$ cat src/rtl/imem_loader.sv
// imem_loader: streams a byte image (16-bit little-endian word count, then
// little-endian 32-bit words) into instruction memory and holds the CPU until
// the image is in place.
// Optional build macro IMEM_LOADER_CHECKSUM_EN adds a trailing XOR checksum byte.
module imem_loader #(
  parameter int ADDR_W = 8
) (
  input  logic              clk,
  input  logic              rst,
  input  logic              start,
  input  logic              rx_valid,
  input  logic [7:0]        rx_data,
  output logic              rx_ready,
  output logic              mem_we,
  output logic [ADDR_W-1:0] mem_addr,
  output logic [31:0]       mem_wdata,
  output logic              cpu_hold,
  output logic              done,
  output logic              error
);

`ifdef IMEM_LOADER_CHECKSUM_EN
  typedef enum logic [2:0] {IDLE, HDR0, HDR1, DATA, CSUM, DONE, ERR} state_t;
  localparam state_t FIN = CSUM;
`else
  typedef enum logic [2:0] {IDLE, HDR0, HDR1, DATA, DONE, ERR} state_t;
  localparam state_t FIN = DONE;
`endif

  // Memory depth as a 17-bit quantity so it compares directly against a count.
  localparam logic [16:0] DEPTH = 17'(1) << ADDR_W;

  state_t            state_q, state_d;
  logic [15:0]       cnt_q, cnt_d;
  logic [ADDR_W:0]   widx_q, widx_d;   // one extra bit: a full image must not wrap to 0
  logic [1:0]        lane_q, lane_d;
  logic [23:0]       asm_q, asm_d;     // lower three bytes of the word in progress
  logic              we_q, we_d;
  logic [ADDR_W-1:0] addr_q, addr_d;
  logic [31:0]       wdata_q, wdata_d;
`ifdef IMEM_LOADER_CHECKSUM_EN
  logic [7:0]        csum_q, csum_d;
`endif

  logic        accept;
  logic [16:0] hdr_cnt;

  // Handshake: stalls during a write pulse so a word always finishes cleanly.
  always_comb begin
    rx_ready = 1'b0;
    case (state_q)
      HDR0, HDR1, DATA: rx_ready = !we_q;
`ifdef IMEM_LOADER_CHECKSUM_EN
      CSUM:             rx_ready = !we_q;
`endif
      default:          rx_ready = 1'b0;
    endcase
  end

  assign accept    = rx_valid && rx_ready;
  assign hdr_cnt   = {1'b0, rx_data, cnt_q[7:0]};
  assign mem_we    = we_q;
  assign mem_addr  = addr_q;
  assign mem_wdata = wdata_q;
  assign cpu_hold  = (state_q != IDLE) && (state_q != DONE);
  assign done      = (state_q == DONE);
  assign error     = (state_q == ERR);

  // Next-state, word assembly and write-pulse generation.
  always_comb begin
    state_d = state_q;
    cnt_d   = cnt_q;
    widx_d  = widx_q;
    lane_d  = lane_q;
    asm_d   = asm_q;
    we_d    = 1'b0;
    addr_d  = addr_q;
    wdata_d = wdata_q;
`ifdef IMEM_LOADER_CHECKSUM_EN
    csum_d  = csum_q;
`endif
    case (state_q)
      IDLE, DONE, ERR: begin
        if (start) begin
          state_d = HDR0;
          cnt_d   = '0;
          widx_d  = '0;
          lane_d  = '0;
          asm_d   = '0;
`ifdef IMEM_LOADER_CHECKSUM_EN
          csum_d  = '0;
`endif
        end
      end
      HDR0: begin
        if (accept) begin
          cnt_d[7:0] = rx_data;
          state_d    = HDR1;
        end
      end
      HDR1: begin
        if (accept) begin
          cnt_d[15:8] = rx_data;
          if (hdr_cnt == 17'd0)      state_d = FIN;
          else if (hdr_cnt > DEPTH)  state_d = ERR;
          else                       state_d = DATA;
        end
      end
      DATA: begin
        if (we_q && (17'(widx_q) == {1'b0, cnt_q})) begin
          state_d = FIN;
        end else if (accept) begin
`ifdef IMEM_LOADER_CHECKSUM_EN
          csum_d = csum_q ^ rx_data;
`endif
          case (lane_q)
            2'd0: asm_d[7:0]   = rx_data;
            2'd1: asm_d[15:8]  = rx_data;
            2'd2: asm_d[23:16] = rx_data;
            default: begin
              we_d    = 1'b1;
              addr_d  = widx_q[ADDR_W-1:0];
              wdata_d = {rx_data, asm_q};
              widx_d  = widx_q + 1'b1;
            end
          endcase
          lane_d = lane_q + 2'd1;
        end
      end
`ifdef IMEM_LOADER_CHECKSUM_EN
      CSUM: begin
        if (accept) state_d = (rx_data == csum_q) ? DONE : ERR;
      end
`endif
      default: state_d = IDLE;
    endcase
  end

  // State and datapath registers; reset wins over everything, including start.
  always_ff @(posedge clk) begin
    if (rst) begin
      state_q <= IDLE;
      cnt_q   <= '0;
      widx_q  <= '0;
      lane_q  <= '0;
      asm_q   <= '0;
      we_q    <= 1'b0;
      addr_q  <= '0;
      wdata_q <= '0;
`ifdef IMEM_LOADER_CHECKSUM_EN
      csum_q  <= '0;
`endif
    end else begin
      state_q <= state_d;
      cnt_q   <= cnt_d;
      widx_q  <= widx_d;
      lane_q  <= lane_d;
      asm_q   <= asm_d;
      we_q    <= we_d;
      addr_q  <= addr_d;
      wdata_q <= wdata_d;
`ifdef IMEM_LOADER_CHECKSUM_EN
      csum_q  <= csum_d;
`endif
    end
  end

endmodule

$ cat config.mk
export PLATFORM = sky130hd
export DESIGN_NAME = imem_loader
export DESIGN_NICKNAME = d
export VERILOG_FILES = /design/src/rtl/imem_loader.sv
export SDC_FILE = /design/constraint.sdc
export NUM_CORES = 1
export LEC_CHECK = 0
export CELL_PAD_IN_SITES_DETAIL_PLACEMENT = 1
export CELL_PAD_IN_SITES_GLOBAL_PLACEMENT = 1
export CORE_MARGIN = 2
export CORE_UTILIZATION = 43
export CTS_CLUSTER_DIAMETER = 150
export DETAILED_ROUTE_END_ITERATION = 10
export GPL_TIMING_DRIVEN = 0
export PLACE_DENSITY_LB_ADDON = 0.1
export SLEW_MARGIN = 20
export SYNTH_ARGS = -nofsm -noshare
export SYNTH_HDL_FRONTEND = slang
export SYNTH_SLANG_ARGS = --single-unit
$ cat constraint.sdc
create_clock -name clk -period 3.8 [get_ports clk]
set_input_delay 0.76 -clock clk [delete_from_list [all_inputs] [get_ports clk]]
set_output_delay 0.76 -clock clk [all_outputs]
set_load 0.005 [all_outputs]
**Word-level counts from Yosys, hierarchy flattened**

Index checks and enable logic that the tools add are counted.

- Input bits: 12
- Register bits: 95
- Word-level logic and storage cells: 90

- Reduce and logical (&&, ||, !) cells: 24
- Order comparisons: 1
- Add/sub/neg operators: 2
- Mux-type cells: 29
- Bitwise gates (word level): 4
- Equal/unequal tests: 19

Operator list:

| kind | count |
|---|---|
| 24-bit 2-to-1 mux | 3 |
| 24-bit one-hot mux with 2 select lines | 1 |
| 9-bit 2-to-1 mux | 4 |
| 8-bit 2-to-1 mux | 4 |
| 8-bit one-hot mux with 2 select lines | 2 |
| 5-bit AND reduction | 4 |
| 3-bit 2-to-1 mux | 6 |
| 9-bit one-hot mux with 2 select lines | 1 |
| 17-bit logical NOT | 1 |
| 9-bit by 16-bit == test with 1-bit output | 1 |
| 16-bit by 9-bit > comparator with 1-bit output (second input constant) | 1 |
| 16-bit 2-to-1 mux | 1 |
| 2-bit != test (second input constant) | 8 |
| 3-bit one-hot mux with 4 select lines | 1 |
| 4-bit AND reduction | 3 |
| 9-bit by 1-bit adder with 9-bit output (second input constant) | 1 |
| 3-bit OR reduction | 3 |
| 3-bit by 2-bit == test with 1-bit output (second input constant) | 2 |
| 3-bit == test (second input constant) | 2 |
| 2-bit 2-to-1 mux | 3 |
| 3-bit AND reduction | 2 |
| 2-bit nonzero test | 3 |
| 2-bit by 1-bit != test with 1-bit output (second input constant) | 2 |
| 1-bit inverter | 4 |
| other kinds (13) | 16 |

**Logic depth before layout (Yosys ltp)**

- Depth after elaboration: 7
- Depth in mapped cells: 7
- Mapped depth without buffers: 6

**Worst setup path after synthesis**

OpenSTA, ideal clock, no wires.

- Path type: input to register
- Start point: input rx_data[4]
- End point: register state_q[1]
- Data required time: 3694 ps
- Path slack: 1929 ps
- Arrival time: 1765 ps
- Stages on the path: 4
- Path through: nor4_1 -> nand2_1 -> or4b_2 -> o311ai_0

- Word-level cells in the longest chain between the ends: 5

Ends and longest elaborated chain:

| item | RTL line | text |
|---|---|---|
| start: declaration | 12 | `input logic [7:0] rx_data,` |
| 16-bit by 9-bit > comparator with 1-bit output | 105 | `else if (hdr_cnt > DEPTH) state_d = ERR;` |
| 3-bit 2-to-1 mux | 105 |  |
| 3-bit 2-to-1 mux * | 104 | `if (hdr_cnt == 17'd0) state_d = FIN;` |
| 3-bit 2-to-1 mux * | 102 | `if (accept) begin` |
| 3-bit one-hot mux with 4 select lines * | 82 | `case (state_q)` |
| end signal: assignment | 154 | `state_q <= state_d;` |
| end: declaration | 33 | `state_t state_q, state_d;` |

Mark *: on every way between the ends. The rest lies on a longest branch, timed or not. The select of a mux whose other input is x is not followed.
A chain may end at the register's enable or synchronous reset.

**Worst setup path after layout**

- Start point: register state_q[1]
- End point: output done

- Word-level cells in the longest chain between the ends: 1

Ends and longest elaborated chain:

| item | RTL line | text |
|---|---|---|
| 3-bit == test | 66 | `assign done = (state_q == DONE);` |
| end: declaration | 18 | `output logic done,` |

Every way passes these cells.

==> flow_summary.ini <==
[status]
outcome = complete, no violations

[routing]
drtPass1Iterations = 4
ant_nets = 0
wl_per_cell_um = 17.5
vias_per_cell = 5.41
wirelength_um = 11200
drc = 0
vias = 3467
drt-initial-drc-count = 144

[clocking]
cts_buffer_depth = 2
cts_root_buffer = clkbuf_8
cts_tree = built
ctsResizeCount = 0
clk_pin_slew_ns = 0.10
clkLatencyLatePin_ns = 0.37
cts_inserted_buffers = 9
h-tree-depth = 3
postCtsSetupRepairBufs = 0
cts_hold_buf = 0
cts.sinks = 95

[final_layout]
antenna_cells = 0
layout-drive-gt1-share_pct = 6.00
nFillCells = 1080
areaGrowthSynthToFinish_pct = 22.8
nets = 545
multiInputGateArea_um2 = 1870
seq_area_um2 = 1900
final_common_cell = dfxtp_1
final_cell_mix = dfxtp_1, nand2_1, nor2_1, a21oi_1, clkdlybuf4s50_1

[power]
power_frac_comb_pct = 9.4
internal-power_mw = 1.38
pwr-share-seq_pct = 53.4
p_clk_share_pct = 37.2
power.leakage_nw = 1.78
netSwitchingPower_mw = 0.508
swShare_pct = 26.8
powerDensity_nw_per_um2 = 393
finalPower_mw = 1.89
peakVddDrop_v = 0.000163

[critical_path]
max_stage_delay_ns = 0.51
critical_path_class = flip-flop to output pin
crit_chain = buf_2 -> nor2_1 -> and2_1 -> clkdlybuf4s50_1
worstPathRequired_ns = 3.04
endpoint_kind = output pin
cp.arrival_ns = 1.89
crit_slowest_cell = clkdlybuf4s50_1
ff2ff_path_depth = 7
critPathMaxFanout = 10
start_kind = flip-flop

[placed_design]
gp_congestion = 0.929
detailedPlace.worstSlack_ns = 1.04
port_buffers = 55
dp_hpwl_um = 8230

[timing]
final-hold-violation-count = 0
setup_viol = 0
min_period_ns = 2.65
fin_crit_sh_pct = 69.8
max_clock_freq_ghz = 0.377
rsz0062_at_grt = false
relSlewSlack_pct = 47.2
fin_setup_tns_ns = 0
slew_viol_final = 0
worst_slack_ns = 1.15
skew_ns = 0.0104
worst_slew_pin_slew_ns = 0.786

[grt]
grt_pass1_vias = 3534
grt_overflow = 0
grt_pass1_wl_um = 18600
antenna_found_initial = 0
grt_max_degree = 18
grt_use_total_pct = 24.1

[floorplanning]
rows = 34
die_w_um = 99.5
pin_count = 57
initial_utilization_pct = 44.6
die_y_um = 99.5
core-area_um2 = 8810
die-area_um2 = 9910

[synth]
synth_edf_count = 0
synthFlopType = dfxtp_1
ys_seq_area_share_pct = 48.5
synth_seq_cells = 95
async_flop_share_pct = 0
synth_nets = 479
syn_inst = 462
netlist_area_um2 = 3930
yosysUniqueCellTypes = 45
ys_warn_count = 0
avgSynthCellArea_um2 = 8.50

[run]
maxCapViolations = 0

[min_path]
hold_depth = 2
min_path_type = flip-flop to flip-flop
routing by layer:
metal / vias up / global-route usage (%) / share of wire, %
li1: 1699 / - / -
met1: 1681 / 33.0 / 49
met2: 76 / 38.7 / 46
met3: 11 / 4.36 / 4.0
met4: 0 / 7.48 / 0.99
met5: - / 0 / 0
cells by family after synthesis:
| logic type | after synthesis | synth area share [%] |
|---|---|---|
| DFF | 95 | 48.5 |
| buffers and inverters | 36 | 3.98 |
| AOI/OAI and AO/OA | 82 | 12.2 |
| and+or+nand+nor | 205 | 24.3 |
| xor gates and xnor gates | 15 | 3.35 |
| muxes | 24 | 6.12 |
| adders and majority gates | 5 | 1.59 |
registers in the layout (all words and copies together) (netlist names):
register and flops:
mem_wdata 32, asm_q 24, cnt_q 16, widx_q 9
mem_addr 8, state_q 3, lane_q 2, mem_we 1
cell usage after synthesis, drive strengths merged (3+ instances only):
cell	n	area share, %
nor4	8	1.3
xnor2	3	0.67
and2	10	1.6
ha	5	1.6
nor2	57	5.5
inv	6	0.57
and4	7	1.6
nand4	3	0.48
a21oi	56	7.1
nand2b	3	0.48
mux2i	24	6.1
o21a	3	0.57
dfxtp	95	48
nand3	4	0.51
o21ai	3	0.38
nor3	5	0.64
a22oi	9	1.7
xor2	12	2.7
clkbuf	19	1.8
nand2	90	8.6
buf	11	1.6
nor2b	3	0.48
cell type report:
type                    count  area share [%]
well taps                 108            2.80
inverters                   6           0.467
clock inverters             7            1.74
flip-flops and latches     95            39.5
repair buffers             55            11.4
multi-input cells         331            38.7
clock buffers               9            2.57
plain buffers              30            2.78
power by group through the flow:
stage                     logic (mW)  clock network [mW]  registers (mW)
after floorplan                0.115                   0            1.03
after global placement         0.170                   0            1.03
after detailed placement       0.175                   0            1.03
after CTS                      0.176               0.707            1.01
after global routing           0.193               0.747            1.01
final                          0.177               0.705            1.01
through the flow:
stage	cells	area [um^2]	utilization (%)	hold slack [ns]
after detailed placement	625	4610	52.4	0.449
after floorplan	462	3930	-	0.431
after global routing	641	4820	54.7	0.485
final	641	4820	54.7	0.461
after CTS	641	4820	54.7	0.462
after global placement	625	4610	52.4	0.443
path summary, 6_finish.rpt:
| check | slack [ns] | from | to |
|---|---|---|---|
| worst max-delay path | 1.15 | state_q[1] | done |
| worst min-delay path | 0.46 | mem_wdata[3] | mem_wdata[3] |
| worst max register to register | 1.67 | lane_q[0] | mem_wdata[28] |
| worst min register to register | 0.46 | mem_wdata[3] | mem_wdata[3] |
critical path, delay by kind of cell (launching register included):
family | cells | cell delay, ns
flip-flops | 1 | 0.37
AND/OR/NAND/NOR | 2 | 0.43
buffers and inverters | 2 | 0.71
Note: power is estimated with default switching activity, not from simulation.
==> RTL change: new RTL, same settings <==
Change the parameter `ADDR_W` from 8 to 9.
--- a/src/rtl/imem_loader.sv
+++ b/src/rtl/imem_loader.sv
@@ -3,7 +3,7 @@
 // the image is in place.
 // Optional build macro IMEM_LOADER_CHECKSUM_EN adds a trailing XOR checksum byte.
 module imem_loader #(
-  parameter int ADDR_W = 8
+  parameter int ADDR_W = 9
 ) (
   input  logic              clk,
   input  logic              rst,
Ports: changed (resized mem_addr); port bits go from 57 to 58. The function was not compared with the original's and may differ.
==> RTL change against the unedited design <==
First-iteration DRC count up 38%; setup slack got worse by 0.18 ns; count of clock-buffer cells in the layout is 1 higher; design area is 4.4% higher; sequential cell count is 2 higher; area after synthesis up 5.3%; total power decreased by 2.9%; critical path type unchanged; wire length up 9.2%.
==> RTL change: results (changes against the unedited design) <==
The final weighted congestion in routability-driven placement came out at 0.855 (-7.9%). The post-CTS clock slew at the launch and capture registers of the worst setup and hold paths is 0.10 ns (about the same), and the global routing usage summed across all routing layers is 0.251 (+0.0101). The sum of net half-perimeters after detailed placement is 8910 µm (+8.3%), and the average instance area after synthesis is 8.21 µm² (-3.3%). The cell count after placement was 688 (+10%); the static power due to leakage was 1.61 nW (-9.6%).

The number of warnings issued by yosys was 0 (unchanged); the layout filler cell count was 1186 (+9.8%). The tools report the maximum number of pins on one net before global-route repair as 18 (unchanged). The net count reported at finish was 587 (+7.7%); the total power per unit cell area was 365 nW/µm² (-7.0%). The number of global-route vias before repair came out at 3975 (+12%). The global-route wire length before repair was 20300 µm (+8.9%); the maximum count of clock buffers along a single path was 2 (unchanged).

By area the synthesized netlist is led by dfxtp_1 (47%), a21oi_1 (10%), nand2_1 (8.5%), nand4_1 (5.5%), o21ai_0 (4.0%). The count of TritonRoute iterations in the first routing pass was 4 (unchanged); the number of flip-flops in the largest register was 32 (unchanged). The area of placed instances is 4850 µm² (+5.3%).

The worst ir drop on vdd is 0.182 mV (+12%), and the share of layout cells above drive strength 1 is 0.0713 (+0.0113). The detail-routed net length per standard cell was 17.4 µm (-0.59%). The number of distinct library cells after synthesis was 44 (-2.2%); the number of buffers added on ports was 56 (+1.8%). The post-place setup slack is 0.911 ns (-0.126 ns). The flow ran to the end, and the final reports show no timing, DRC or antenna violations. For the total nets after synthesis, the log shows 520 (+8.6%). For the remaining max-slew budget at the tightest pin, the log shows 0.583 (+0.112). The detailed-route wire length is 12300 µm (+9.2%). First-iteration detailed-routing DRC count: 198 (+38%). The detailed-route via count was 3945 (+14%); the clock skew after layout was 0.0100 ns (-0.000412 ns).

The run gives 2.07 ns (+0.18 ns) as the critical path arrival. Clock latency on the worst-skew pair, taken at its later pin, is 0.38 ns. In the synthesized netlist, the cells that appear most often are dfxtp_1 (97), nand2_1 (94), a21oi_1 (83). The share of the yosys chip area belonging to registers is 0.470 (-0.0145).
## RTL change: cell types whose count changed after synthesis, sizes merged, moves of 10 or more
cell	before	now
nor2	57	18
nand4	3	36
o21ai	3	36
a21oi	56	83
mux2i	24	3
xor2	12	0
and2	10	0
## RTL change: cells by family after synthesis
logic type	share of synthesized area
muxes	0.00727
AOI/OAI and AO/OA	0.191
buffers and inverters	0.0594
and+or+nand+nor	0.236
adders and majority gates	0.0151
xor gates and xnor gates	0.0212
DFF	0.470
## RTL change: layout make-up
cell class	count	share of cell area
Buffer	42	0.0435
Clock buffer	10	0.0254
Clock inverter	6	0.00995
Inverter	7	0.00522
Multi-Input combinational cell	357	0.386
Sequential cell	97	0.386
Tap cell	129	0.0321
Timing Repair Buffer	56	0.111
## RTL change: path summary, 6_finish.rpt
check             startpoint           end  slack (ns)  cells after the start
setup reg to reg  state_q[0]     asm_q[18]        1.81                      6
setup / recovery  state_q[1]         error        0.97                      5
hold reg to reg     asm_q[9]  mem_wdata[9]        0.46                      2
hold / removal      asm_q[9]  mem_wdata[9]        0.46                      2
## RTL change: where the power goes
| part | switching [W] | internal (W) |
|---|---|---|
| combinational | 0.000110 | 0.0000565 |
| sequential | 0.00000765 | 0.00102 |
| clock | 0.000394 | 0.000248 |
| total | 0.000512 | 0.00133 |
## RTL change: routing by layer
metal / GRT usage / up-vias / routed length [µm]
met3: 0.0308 / 32 / 444
li1: - / 1912 / -
met1: 0.319 / 1918 / 5450
met4: 0.0985 / 0 / 349
met2: 0.434 / 83 / 6030
met5: 0 / - / 0
## RTL change: worst max-delay path, cell delays in order (launching register included)
cell,delay [ns]
dfxtp_1,0.32
buf_4,0.17
inv_1,0.12
clkbuf_1,0.37
and3_1,0.23
clkdlybuf4s50_1,0.50
